File: src/rtl/bridge_sequencer.sv
// bridge_sequencer: decodes strobed 3-bit commands into an H-bridge gate
// pattern. It sequences precharge/run relays, inserts dead time between
// opposing patterns, latches faults until cleared and blinks a heartbeat LED.
module bridge_sequencer #(
  parameter int unsigned FREQ          = 50000000,
  parameter int unsigned N_ERR         = 8,
  parameter int unsigned PRECHARGE_CYC = FREQ * 15,
  parameter int unsigned HOLD_CYC      = FREQ * 1,
  parameter int unsigned DEADTIME_CYC  = 50
) (
  input  logic             clk,
  input  logic             rstn,
  input  logic             cmd_clk,
  input  logic [2:0]       cmd_bus,
  input  logic [N_ERR-1:0] err_in,
  input  logic             err_clr,
  output logic [3:0]       o_top,
  output logic [3:0]       o_bot,
  output logic             o_plus,
  output logic             o_minus,
  output logic             o_pause_p,
  output logic             o_pause_n,
  output logic             o_st,
  output logic             o_ch,
  output logic             o_fan,
  output logic             o_break,
  output logic [N_ERR-1:0] err_latch,
  output logic             cmd_idle,
  output logic             led_ready
);

  typedef enum logic [2:0] {
    ST_IDLE   = 3'd0,
    ST_START1 = 3'd1,
    ST_DIS1   = 3'd2,
    ST_DIS2   = 3'd3,
    ST_DIS3   = 3'd4,
    ST_DIS4   = 3'd5,
    ST_FAULT  = 3'd6
  } cmd_state_t;

  typedef enum logic [1:0] {
    S_IDLE = 2'd0,
    S_PRE  = 2'd1,
    S_HOLD = 2'd2
  } seq_state_t;

  // Pattern vectors carry top in [7:4] and bot in [3:0].
  // Flag vectors carry {plus, minus, pause_p, pause_n}.
  cmd_state_t       state_r, cmd_next_s, state_nxt_s;
  seq_state_t       seq_r;
  logic             cmd_clk_prev_r;
  logic             cmd_fall_s, run_ok_s, fault_s;
  logic             pat_req_s, flag_req_s, start_req_s, shut_req_s;
  logic [7:0]       pat_s, pat_r, pend_r, pend_nxt_s;
  logic [3:0]       flag_s, flag_r;
  logic             dt_active_r;
  logic [31:0]      dt_cnt_r, seq_tmr_r, hb_cnt_r, hb_lim_r;
  logic             st_r, ch_r, fan_r, brk_r, cmd_idle_r, led_r;
  logic [N_ERR-1:0] err_latch_r;

  assign cmd_fall_s = cmd_clk_prev_r & ~cmd_clk;
  assign run_ok_s   = st_r & ~ch_r & (seq_r == S_IDLE);
  assign fault_s    = |err_in;

  // Command decode: turns a falling strobe edge into FSM step and action requests.
  always_comb begin
    cmd_next_s  = state_r;
    pat_req_s   = 1'b0;
    pat_s       = 8'h00;
    flag_req_s  = 1'b0;
    flag_s      = 4'b0000;
    start_req_s = 1'b0;
    shut_req_s  = 1'b0;
    if (cmd_fall_s) begin
      case (state_r)
        ST_IDLE: begin
          case (cmd_bus)
            3'd0: begin
              pat_req_s  = 1'b1;
              flag_req_s = 1'b1;
            end
            3'd1, 3'd2, 3'd3, 3'd4: begin
              if (run_ok_s) begin
                pat_req_s  = 1'b1;
                flag_req_s = 1'b1;
                case (cmd_bus)
                  3'd1:    begin pat_s = 8'b0001_0010; flag_s = 4'b1000; end
                  3'd2:    begin pat_s = 8'b0010_0001; flag_s = 4'b0100; end
                  3'd3:    begin pat_s = 8'b0100_1000; flag_s = 4'b0010; end
                  default: begin pat_s = 8'b1000_0100; flag_s = 4'b0001; end
                endcase
              end else begin
                pat_req_s = 1'b0;
              end
            end
            3'd5: begin
              if (seq_r == S_IDLE) begin
                cmd_next_s = ST_START1;
              end else begin
                cmd_next_s = ST_IDLE;
              end
            end
            3'd6: begin
              shut_req_s = 1'b1;
              pat_req_s  = 1'b1;
              flag_req_s = 1'b1;
            end
            default: cmd_next_s = ST_DIS1;
          endcase
        end
        ST_START1: begin
          cmd_next_s = ST_IDLE;
          if (cmd_bus == 3'd0) begin
            start_req_s = 1'b1;
            pat_req_s   = 1'b1;
            flag_req_s  = 1'b1;
          end else begin
            start_req_s = 1'b0;
          end
        end
        ST_DIS1: cmd_next_s = (cmd_bus == 3'd0) ? ST_DIS2 : ST_IDLE;
        ST_DIS2: cmd_next_s = (cmd_bus == 3'd7) ? ST_DIS3 : ST_IDLE;
        ST_DIS3: cmd_next_s = (cmd_bus == 3'd0) ? ST_DIS4 : ST_IDLE;
        ST_DIS4: begin
          cmd_next_s = ST_IDLE;
          if (!st_r && !ch_r && (cmd_bus == 3'd1)) begin
            pat_req_s  = 1'b1;
            flag_req_s = 1'b1;
            pat_s      = 8'b0001_0010;
            flag_s     = 4'b1000;
          end else if (!st_r && !ch_r && (cmd_bus == 3'd3)) begin
            pat_req_s  = 1'b1;
            flag_req_s = 1'b1;
            pat_s      = 8'b0100_1000;
            flag_s     = 4'b1000;
          end else begin
            pat_req_s = 1'b0;
          end
        end
        ST_FAULT: cmd_next_s = ST_FAULT;
        default:  cmd_next_s = ST_IDLE;
      endcase
    end else begin
      cmd_next_s = state_r;
    end
  end

  // Next FSM state with fault entry and fault-clear taking precedence over commands.
  always_comb begin
    state_nxt_s = cmd_next_s;
    pend_nxt_s  = pat_req_s ? pat_s : pend_r;
    if (fault_s) begin
      state_nxt_s = ST_FAULT;
    end else if (state_r == ST_FAULT) begin
      state_nxt_s = err_clr ? ST_IDLE : ST_FAULT;
    end else begin
      state_nxt_s = cmd_next_s;
    end
  end

  // Main controller: command FSM, dead-time pattern gate, start sequencer, fault latches.
  always_ff @(posedge clk) begin
    if (!rstn) begin
      state_r        <= ST_IDLE;
      seq_r          <= S_IDLE;
      cmd_clk_prev_r <= 1'b0;
      pat_r          <= 8'h00;
      pend_r         <= 8'h00;
      dt_active_r    <= 1'b0;
      dt_cnt_r       <= 32'd0;
      seq_tmr_r      <= 32'd0;
      flag_r         <= 4'b0000;
      st_r           <= 1'b0;
      ch_r           <= 1'b0;
      fan_r          <= 1'b0;
      brk_r          <= 1'b0;
      cmd_idle_r     <= 1'b1;
      err_latch_r    <= {N_ERR{1'b0}};
    end else begin
      cmd_clk_prev_r <= cmd_clk;
      state_r        <= state_nxt_s;
      cmd_idle_r     <= (state_nxt_s == ST_IDLE);
      if (fault_s) begin
        pat_r       <= 8'h00;
        pend_r      <= 8'h00;
        dt_active_r <= 1'b0;
        dt_cnt_r    <= 32'd0;
        flag_r      <= 4'b0000;
        st_r        <= 1'b0;
        ch_r        <= 1'b0;
        fan_r       <= 1'b1;
        brk_r       <= 1'b1;
        seq_r       <= S_IDLE;
        seq_tmr_r   <= 32'd0;
        err_latch_r <= err_latch_r | err_in;
      end else begin
        if ((state_r == ST_FAULT) && err_clr) begin
          err_latch_r <= {N_ERR{1'b0}};
          brk_r       <= 1'b0;
        end
        // Dead time keeps its original end point; a zero pending pattern ends it early.
        if (dt_active_r) begin
          if ((pend_nxt_s == 8'h00) || (dt_cnt_r == 32'd0)) begin
            pat_r       <= pend_nxt_s;
            dt_active_r <= 1'b0;
          end else begin
            pend_r   <= pend_nxt_s;
            dt_cnt_r <= dt_cnt_r - 32'd1;
          end
        end else if (pat_req_s) begin
          if ((pat_r != 8'h00) && (pat_s != 8'h00) && (pat_s != pat_r)) begin
            pat_r       <= 8'h00;
            pend_r      <= pat_s;
            dt_active_r <= 1'b1;
            dt_cnt_r    <= DEADTIME_CYC - 32'd1;
          end else begin
            pat_r <= pat_s;
          end
        end
        if (flag_req_s) begin
          flag_r <= flag_s;
        end
        if (shut_req_s) begin
          st_r  <= 1'b0;
          ch_r  <= 1'b0;
          fan_r <= 1'b0;
          seq_r <= S_IDLE;
        end else if (start_req_s) begin
          st_r      <= 1'b0;
          ch_r      <= 1'b1;
          fan_r     <= 1'b1;
          seq_r     <= S_PRE;
          seq_tmr_r <= PRECHARGE_CYC - 32'd1;
        end else begin
          case (seq_r)
            S_PRE: begin
              if (seq_tmr_r == 32'd0) begin
                st_r      <= 1'b1;
                seq_tmr_r <= HOLD_CYC - 32'd1;
                seq_r     <= S_HOLD;
              end else begin
                seq_tmr_r <= seq_tmr_r - 32'd1;
              end
            end
            S_HOLD: begin
              if (seq_tmr_r == 32'd0) begin
                ch_r  <= 1'b0;
                seq_r <= S_IDLE;
              end else begin
                seq_tmr_r <= seq_tmr_r - 32'd1;
              end
            end
            default: seq_r <= S_IDLE;
          endcase
        end
      end
    end
  end

  // Heartbeat: half-period counter whose length is re-chosen at each toggle.
  always_ff @(posedge clk) begin
    if (!rstn) begin
      hb_cnt_r <= 32'd0;
      hb_lim_r <= FREQ;
      led_r    <= 1'b0;
    end else if (hb_cnt_r >= hb_lim_r - 32'd1) begin
      hb_cnt_r <= 32'd0;
      hb_lim_r <= (state_r == ST_FAULT) ? (FREQ / 32'd8) : FREQ;
      led_r    <= ~led_r;
    end else begin
      hb_cnt_r <= hb_cnt_r + 32'd1;
    end
  end

  assign o_top     = pat_r[7:4];
  assign o_bot     = pat_r[3:0];
  assign o_plus    = flag_r[3];
  assign o_minus   = flag_r[2];
  assign o_pause_p = flag_r[1];
  assign o_pause_n = flag_r[0];
  assign o_st      = st_r;
  assign o_ch      = ch_r;
  assign o_fan     = fan_r;
  assign o_break   = brk_r;
  assign err_latch = err_latch_r;
  assign cmd_idle  = cmd_idle_r;
  assign led_ready = led_r;

endmodule

File: config.mk
export PLATFORM = sky130hd
export DESIGN_NAME = bridge_sequencer
export DESIGN_NICKNAME = d
export VERILOG_FILES = /design/src/rtl/bridge_sequencer.sv
export SDC_FILE = /design/constraint.sdc
export NUM_CORES = 1
export LEC_CHECK = 0
export CAP_MARGIN = 30
export CORE_ASPECT_RATIO = 2
export CORE_MARGIN = 5
export CORE_UTILIZATION = 45
export CTS_BUF_LIST = sky130_fd_sc_hd__clkbuf_8
export CTS_CLUSTER_DIAMETER = 120
export CTS_CLUSTER_SIZE = 16
export DETAILED_ROUTE_END_ITERATION = 8
export SLEW_MARGIN = 30
export SYNTH_ARGS = -nofsm -noshare
export SYNTH_HDL_FRONTEND = slang
export SYNTH_SLANG_ARGS = --single-unit
export TNS_END_PERCENT = 50
File: constraint.sdc
create_clock -name clk -period 6.6 [get_ports clk]
set_input_delay 0.99 -clock clk [delete_from_list [all_inputs] [get_ports clk]]
set_output_delay 0.99 -clock clk [all_outputs]
set_load 0.005 [all_outputs]
# Yosys cells after proc, flatten, opt, wreduce, memory -nomap -nowiden
# Index checks and enable logic that the tools add are counted.
# classes
reduce_logical	40
order_cmp	1
bitwise	9
eq_ne	23
n_mux	72
addsub	4
# ops
op	n
$mux 32	7
$mux 8	14
$sub 32x1->32 const B	3
$logic_not 32->1	2
$pmux 32 s2	1
$add 32x1->32 const B	1
$ge 32x32->1	1
$mux 26	1
$mux 1	24
$pmux 8 s3	1
$eq 3x3->1 const B	7
$mux 4	5
$mux 3	6
$pmux 8 s2	1
$reduce_bool 8->1	2
$mux 7	2
$eq 3x2->1 const B	4
$pmux 3 s4	1
$pmux 4 s3	1
$reduce_or 11->1	1
$reduce_and 2->1	5
$reduce_bool 2->1	5
$reduce_or 10->1	1
$logic_not 3->1	3
other kinds (28)	50
# totals
out_inout_bits	26
regBits	169
input_bits	15

# Logic depth before layout (Yosys ltp)
# Gate-level depths: netlist of run 1.
# depth
word_depth	13
depth_mapped	13
mapped_depth_nobuf	11

# Worst setup path after synthesis of run 1
# OpenSTA, ideal clock, no wires.
# synth_timing
kind	input-to-reg
start	in cmd_bus[2]
end	reg dt_cnt_r[3]
setup_time_ps	66
n_path_buf	1
arrival_time_ps	3334
setup_slack_ps	3200
cell_stages	8
required_ps	6534
cell_sequence	buf_2 -> or2b_2 -> a2111oi_4 -> mux2i_1 -> o31ai_4 -> and2_4 -> or4_2 -> a21oi_2
# synth_between
elab_chain_len	11
elab_cells_between_ends	34
classes_between	eq/ne (7); mux (14); reduce/logical (13)
# synth_rtl
item	line	source
start: declaration	14	input logic [2:0] cmd_bus,
$eq 3x2->1, or another cell as far along	78, 87, 132	
$pmux 8 s3 / $logic_and 1x1->1 (equally long branches)	87, 132	
$mux 8, or another cell as far along	84	if (run_ok_s) begin
$mux 8, or another cell as far along	78	case (cmd_bus)
$pmux 8 s2 / $pmux 1 s3 (equally long branches)	76	case (state_r)
$mux 8 / $mux 1 (equally long branches)	75	if (cmd_fall_s) begin
$mux 8 / $reduce_bool 8->1 (equally long branches)	152, 212	
$logic_not 8->1 / $logic_and 1x1->1 (equally long branches)	204, 212	
$logic_or 1x1->1 / $logic_and 1x1->1 (equally long branches)	204, 212	
$ne 2x2->1 (no source line) / $reduce_bool 2->1 (equally long branches)	--	
$reduce_and 3->1 (no source line) *	--	
end signal: assignment	209	dt_cnt_r <= dt_cnt_r - 32'd1;
end signal: assignment	216	dt_cnt_r <= DEADTIME_CYC - 32'd1;
end: declaration	58	logic [31:0] dt_cnt_r, seq_tmr_r, hb_cnt_r, hb_lim_r;
# Mark *: on every way between the ends. The rest lies on a longest branch, timed or not.
# A chain may end at the register's enable or synchronous reset.

# Final worst setup path of run 1
# layout_timing
start	in cmd_bus[0]
end	reg pend_r[7]
# layout_between
elab_chain_len	11
elab_cells_between_ends	38
classes_between	eq/ne (7); mux (18); reduce/logical (13)
# layout_rtl
item	line	source
$eq 3x2->1, or another cell as far along	78, 87, 132	
$pmux 8 s3 / $logic_and 1x1->1 (equally long branches)	87, 132	
$mux 8, or another cell as far along	84	
$mux 8, or another cell as far along	78	
$pmux 8 s2 / $pmux 1 s3 (equally long branches)	76	
$mux 8 / $mux 1 (equally long branches)	75	
$mux 8 / $reduce_bool 8->1 (equally long branches)	152, 212	
$logic_not 8->1 / $logic_and 1x1->1 (equally long branches)	204, 212	
$logic_or 1x1->1 / $logic_and 1x1->1 (equally long branches)	204, 212	
$ne 2x2->1 (no source line) / $reduce_bool 2->1 (equally long branches)	--	
$reduce_and 3->1 (no source line)	--	
end signal: assignment	208	pend_r <= pend_nxt_s;
end signal: assignment	214	pend_r <= pat_s;
end: declaration	55	logic [7:0] pat_s, pat_r, pend_r, pend_nxt_s;
# Parallel ways exist; a longest one is shown, timed or not. The select of a mux whose other input is x is not followed.

==> results.py, run 1 <==
metrics = {
    "worst_setup_path": {
        "crit_fanout": 22,
        "startpoint_type": "input pin",
        "worst_r2r_startpoint": "o_ch$_SDFFE_PP0P_",
        "critPathKind": "input pin to flip-flop",
        "critPathRequiredTime_ps": 6920,
        "crit_chain": "clkdlybuf4s50_1 > or2b_2 > a2111oi_4 > mux2i_1 > o31ai_4 > and2_4 > nor2_4 > a22o_1",
        "timing.rr.end": "pend_r[7]$_SDFFE_PP0P_",
        "slowest_stage": "o31ai_4",
        "end_kind": "flip-flop",
        "worst-path-buf-inv": 1,
        "r2r_slack_ps": 2940,
        "cp.arrival_ps": 4570,
        "slowest_delay_ps": 870,
        "critPathTopFamily": "compound AO/OA/AOI/OAI gates",
        "reg2regPathDepth": 8,
    },
    "yosys": {
        "synth-edff-count": 0,
        "synth_area_per_cell_um2": 8.543,
        "synth.cell_area_um2": 7278,
        "synth-seq-cells": 139,
        "synthTopCellsByCount": "dfxtp_1 (139), nor2_1 (111), a21oi_1 (78), nand2_1 (50), o21ai_0 (39)",
        "yosysTopAreaCell": "dfxtp_1",
        "yosysSeqAreaShare_pct": 38.23,
        "synth_cells": 852,
        "synth.most_common_cell": "dfxtp_1",
        "ys_top_cells_by_area": "dfxtp_1 (38%), nor2_1 (5.7%), a21oi_1 (5.4%), ha_1 (3.8%), xnor2_1 (3.6%)",
        "ys_types": 85,
        "synth_warnings": 0,
        "postSynth.asyncResetShare_pct": 0,
        "yosysTopAreaCellShare_pct": 38.23,
        "synth_ff_type": "dfxtp_1",
    },
    "power_and_ir_drop": {
        "power_density_nw_per_um2": 196.9,
        "p_leak_nw": 2.949,
        "vdd_drop_max_v": 0.0001643,
    },
    "worst_hold_path": {
        "min_from": "hb_cnt_r[0]$_SDFF_PP0_",
        "holdPathStages": 1,
        "min_path_type": "flip-flop to flip-flop",
        "holdPathEnd": "hb_cnt_r[0]$_SDFF_PP0_",
    },
    "flow_run": {
        "drv_cap": 0,
    },
    "run_status": {
        "status": "finished, final reports clean",
    },
    "timing": {
        "hold_viol": 0,
        "holdWs_ps": 446.3,
        "finalMaxSlewViolations": 0,
        "clock_skew_ps": 14.89,
        "fmax_ghz": 0.2357,
        "final-setup-viol-count": 0,
        "finalSetupTns_ps": 0,
        "rsz0062_at_grt": "false",
        "tightest_slew_ps": 990.0,
        "post-route-period-util_pct": 64.29,
        "slew_headroom_pct": 33.76,
        "fin_crit_ps": 4243,
    },
    "placed_design": {
        "port_buffers": 40,
        "dp.cells": 1060,
        "hpwl_um": 13610,
        "gp_congestion": 0.8510,
    },
    "floorplan": {
        "rows": 65,
        "die_h_um": 189.9,
        "pin_count": 41,
        "die_width_um": 99.93,
        "die-area_um2": 18970,
        "core_um2": 15860,
        "initial_utilization_pct": 45.89,
    },
    "cts": {
        "cts_tree": "built",
        "cts_resized": 0,
        "numCtsBuffers": 17,
        "post_cts.repair.setup_buffers": 0,
        "clk_path_buf_depth": 2,
        "clkTransAtPathRegs_ps": 70,
        "insertion_delay_ps": 440,
        "cts.hold.buffers_added": 0,
        "cts_root_buffer": "clkbuf_8",
        "clock-sinks": 139,
        "h-tree-depth": 4,
    },
    "global_routing": {
        "track_usage_pct": 20.20,
        "antenna_found_initial": 0,
        "gr-total-overflow": 0,
        "grt_pass1_wl_um": 30940,
        "grt_pass1_vias": 6355,
        "grt_max_degree": 37,
    },
    "finish": {
        "fillers": 1506,
        "finalNonFillerCells": 1093,
        "drive_above_1_share_pct": 10.54,
        "syn_to_final_growth_pct": 11.66,
        "n_antenna_cell": 0,
        "layout.nets": 916,
    },
    "drt": {
        "route.vias.total": 6300,
        "vias_per_cell": 5.764,
        "initialDrtViolationCount": 350,
        "first_pass_iters": 5,
        "wire_per_inst_um": 16.93,
        "drc": 0,
        "wl_um": 18500,
        "postRouteAntennaNets": 0,
    },
}
[through the flow]
stage	setup slack [ps]	area, µm²	util [%]	power [W]
after global placement	2039	7704	48.58	0.0009231
after CTS	2378	8115	51.17	0.001627
after floorplan	3200	7293	-	0.0008985
after detailed placement	1907	7709	48.61	0.0009241
after global routing	2195	8127	51.24	0.001669
final	2357	8127	51.24	0.001600
[layout by cell type, fill, tap and decap left out, drive strengths merged, types with 10 or more instances in the layout]
master	n
a21oi	89
a22o	10
and2	12
clkbuf	19
clkdlybuf4s50	40
dfxtp	139
ha	22
inv	24
nand2	53
nand3	25
nand4	13
nor2	112
nor2b	12
nor3	36
nor4	20
o21ai	45
or3	14
or4	15
xnor2	30
xor2	15
[power breakdown]
part	internal, W	total, W	leakage [nW]	switching, W
Sequential	0.000846	0.000852	1.13	0.00000570
Clock	0.000357	0.000696	0.192	0.000339
Combinational	0.0000276	0.0000524	1.63	0.0000248
Total	0.00123	0.00160	2.95	0.000369
[layout make-up]
type / count / area (µm²) / area share [%]
clock buffers: 19 / 261.5 / 3.218
inverters: 22 / 82.58 / 1.016
repair buffers: 46 / 449.2 / 5.527
multi-input cells: 653 / 4154 / 51.12
flip-flops and latches: 139 / 2783 / 34.24
well taps: 201 / 251.5 / 3.095
clock inverters: 13 / 145.1 / 1.786
[metal layers]
layer  track usage [%]  wire length [µm]  part of all wire [%]  vias to the layer above
met1             19.48              6765                    37                     3041
met3             3.523               460                   2.5                       31
met2             39.50             10710                    58                       91
li1                  -                 -                     -                     3137
met5                 0                 0                     0                        -
met4             10.21               566                   3.1                        0
[worst max path at each step]
stage / start / to / slack, ps / cells past startpoint
after detailed placement: cmd_bus[0] / pend_r[1]$_SDFFE_PP0P_ / 1910 / 8
final: cmd_bus[0] / pend_r[7]$_SDFFE_PP0P_ / 2360 / 8
after floorplan: cmd_bus[2] / dt_cnt_r[3]$_SDFFE_PP0P_ / 3200 / 8
after CTS: cmd_bus[0] / pend_r[7]$_SDFFE_PP0P_ / 2380 / 8
after global routing: cmd_bus[0] / pend_r[7]$_SDFFE_PP0P_ / 2200 / 8
after global placement: cmd_bus[0] / pend_r[0]$_SDFFE_PP0P_ / 2040 / 8
[worst register-to-register path: cells and delay by family, from the launching register on]
family | cells | cell delay, ps
AOI/OAI and AO/OA | 3 | 1700
and+or+nand+nor | 4 | 1250
DFF | 1 | 370
muxes | 1 | 230
[logic make-up after synthesis]
group                    count (synthesis)  share of synthesized area [%]
multiplexers                             4                         0.5501
XOR/XNOR                                45                          5.415
buffers and inverters                   64                          4.968
AND/OR/NAND/NOR                        353                          25.56
AO/OA/AOI/OAI                          224                          21.44
flip-flops                             139                          38.23
adder cells (fa/ha/maj)                 22                          3.782
other                                    1                        0.05152
[sequential cells by signal, indices dropped and copies added (netlist names)]
register        flops
hb_lim_r            2
o_ch                1
err_latch           8
cmd_idle            1
o_fan               1
seq_tmr_r          32
hb_cnt_r           32
seq_r               2
dt_active_r         1
pat_r               8
led_ready           1
o_break             1
dt_cnt_r           32
state_r             3
cmd_clk_prev_r      1
o_st                1
flag_r              4
pend_r              8
(Power assumes the default switching activity.)
==> run 2, diff against run 1 <==
==> constraint.sdc (replaced) <==
create_clock -name clk -period 4.4 [get_ports clk]
set_input_delay 0.66 -clock clk [delete_from_list [all_inputs] [get_ports clk]]
set_output_delay 0.66 -clock clk [all_outputs]
set_load 0.005 [all_outputs]
==> results.py, run 2 (synthesized netlist as in run 1, its figures left out) <==
metrics = {
    "global_routing": {
        "grt_max_degree": 31,
        "antenna_found_initial": 0,
        "grt_pass1_wl_um": 31620,
        "gr-total-overflow": 0,
        "grt_pass1_vias": 6631,
        "track_usage_pct": 20.63,
    },
    "finish": {
        "fillers": 1533,
        "layout.nets": 923,
        "seqCellArea_um2": 2783,
        "n_antenna_cell": 0,
        "syn_to_final_growth_pct": 12.72,
        "reg_top3": "dt_cnt_r (32), hb_cnt_r (32), seq_tmr_r (32)",
        "multi_input_area_um2": 4149,
        "final_cell_mix": "dfxtp_1 (139), nor2_1 (111), a21oi_1 (78), nand2_1 (50), clkdlybuf4s50_1 (40)",
        "final_common_cell": "dfxtp_1",
        "drive_above_1_share_pct": 11.23,
        "finalCoreUtilization_pct": 51.73,
    },
    "floorplan": {
        "die_h_um": 189.9,
        "die_width_um": 99.93,
        "die-area_um2": 18970,
        "rows": 65,
        "core_um2": 15860,
        "pin_count": 41,
        "initial_utilization_pct": 45.89,
    },
    "flow_run": {
        "drv_cap": 0,
    },
    "worst_setup_path": {
        "slowest_stage": "a2111oi_0",
        "crit_chain": "clkdlybuf4s50_1 > or2b_2 > a2111oi_4 > mux2i_1 > o31ai_4 > buf_4 > a2111oi_0 > xnor2_1 > nor2_1",
        "crit_fanout": 21,
        "slowest_delay_ps": 640,
        "worst-path-buf-inv": 2,
        "critPathKind": "input pin to flip-flop",
        "critPathTopFamily": "compound AO/OA/AOI/OAI gates",
        "critPathRequiredTime_ps": 4720,
        "cp.arrival_ps": 3860,
        "startpoint_type": "input pin",
        "end_kind": "flip-flop",
    },
    "drt": {
        "drc": 0,
        "wire_per_inst_um": 17.18,
        "initialDrtViolationCount": 396,
        "vias_per_cell": 5.855,
        "wl_um": 18900,
        "route.vias.total": 6440,
        "first_pass_iters": 5,
        "postRouteAntennaNets": 0,
    },
    "timing": {
        "fmax_ghz": 0.2821,
        "finalMaxSlewViolations": 0,
        "clock_skew_ps": 12.72,
        "post-route-period-util_pct": 80.55,
        "hold_viol": 0,
        "rsz0062_at_grt": "false",
        "fin_crit_ps": 3544,
        "finalSetupTns_ps": 0,
        "final-setup-viol-count": 0,
        "final.setup.worst_slack_ps": 855.6,
        "slew_headroom_pct": 38.18,
        "tightest_slew_ps": 923.9,
    },
    "power_and_ir_drop": {
        "p_leak_nw": 3.013,
        "vdd_drop_max_v": 0.0002069,
        "power_density_nw_per_um2": 304.0,
    },
    "cts": {
        "cts_tree": "built",
        "clock-sinks": 139,
        "clkTransAtPathRegs_ps": 80,
        "insertion_delay_ps": 430,
        "post_cts.repair.setup_buffers": 0,
        "cts_root_buffer": "clkbuf_8",
        "cts.hold.buffers_added": 0,
        "cts_resized": 0,
        "numCtsBuffers": 17,
        "h-tree-depth": 4,
        "clk_path_buf_depth": 2,
    },
    "run_status": {
        "status": "finished, final reports clean",
    },
    "worst_hold_path": {
        "min_path_type": "flip-flop to flip-flop",
    },
    "placed_design": {
        "place_ws_ps": 436.5,
        "hpwl_um": 14110,
        "gp_congestion": 0.8410,
        "port_buffers": 40,
    },
}
run 2: cell types whose count changed in the layout (fill, tap and decap cells not counted), sizes merged:
cell      before  now
buf            6   13
bufinv         2    4
clkinvlp       5    0
clkinv         4    8
clkbuf        19   18
run 2: routing by layer:
metal	vias to the layer above	share of wire, %	GRT usage (%)
met5	-	0	0
met4	0	4.3	11.42
met3	47	2.9	3.890
met2	134	57	39.60
met1	3105	36	19.92
li1	3154	-	-
run 2: area by class of cell:
| type | count | area share [%] |
|---|---|---|
| Clock buffer | 18 | 3.020 |
| Clock inverter | 14 | 2.349 |
| Inverter | 22 | 1.007 |
| Multi-Input combinational cell | 653 | 50.57 |
| Sequential cell | 139 | 33.92 |
| Tap cell | 201 | 3.065 |
| Timing Repair Buffer | 53 | 6.070 |
run 2: worst paths after layout:
| path | startpoint | to | slack [ps] | cells after the start |
|---|---|---|---|---|
| setup / recovery | cmd_bus[2] | dt_cnt_r[15]$_SDFFE_PP0P_ | 860 | 9 |
| hold / removal | hb_cnt_r[0]$_SDFF_PP0_ | hb_cnt_r[0]$_SDFF_PP0_ | 440 | 1 |
| setup reg to reg | o_ch$_SDFFE_PP0P_ | dt_cnt_r[15]$_SDFFE_PP0P_ | 1070 | 9 |
| hold reg to reg | hb_cnt_r[0]$_SDFF_PP0_ | hb_cnt_r[0]$_SDFF_PP0_ | 440 | 1 |
run 2: worst reg2reg max path: stages (launching register included):
cell and delay (ps):
dfxtp_1 360, nor4b_4 460, nand2_2 190, a2111oi_4 580, mux2i_1 400, o31ai_4 120
buf_4 230, a2111oi_0 640, xnor2_1 190, nor2_1 50
run 2: report_power, final:
group	switching (W)	internal, W	leakage [nW]
sequential	0.00000907	0.00127	1.13
combinational	0.0000383	0.0000425	1.66
clock	0.000499	0.000636	0.227
run 2: through the flow:
| step | total power [W] | std cells | cell area (µm²) | hold WS, ps |
|---|---|---|---|---|
| floorplan | 0.001348 | 856 | 7293 | 413.0 |
| global placement | 0.001386 | 1068 | 7764 | 425.9 |
| global route | 0.002594 | 1100 | 8204 | 471.1 |
| finish | 0.002494 | 1100 | 8204 | 440.8 |
| CTS | 0.002532 | 1100 | 8204 | 450.9 |
| detailed placement | 0.001389 | 1068 | 7764 | 439.0 |
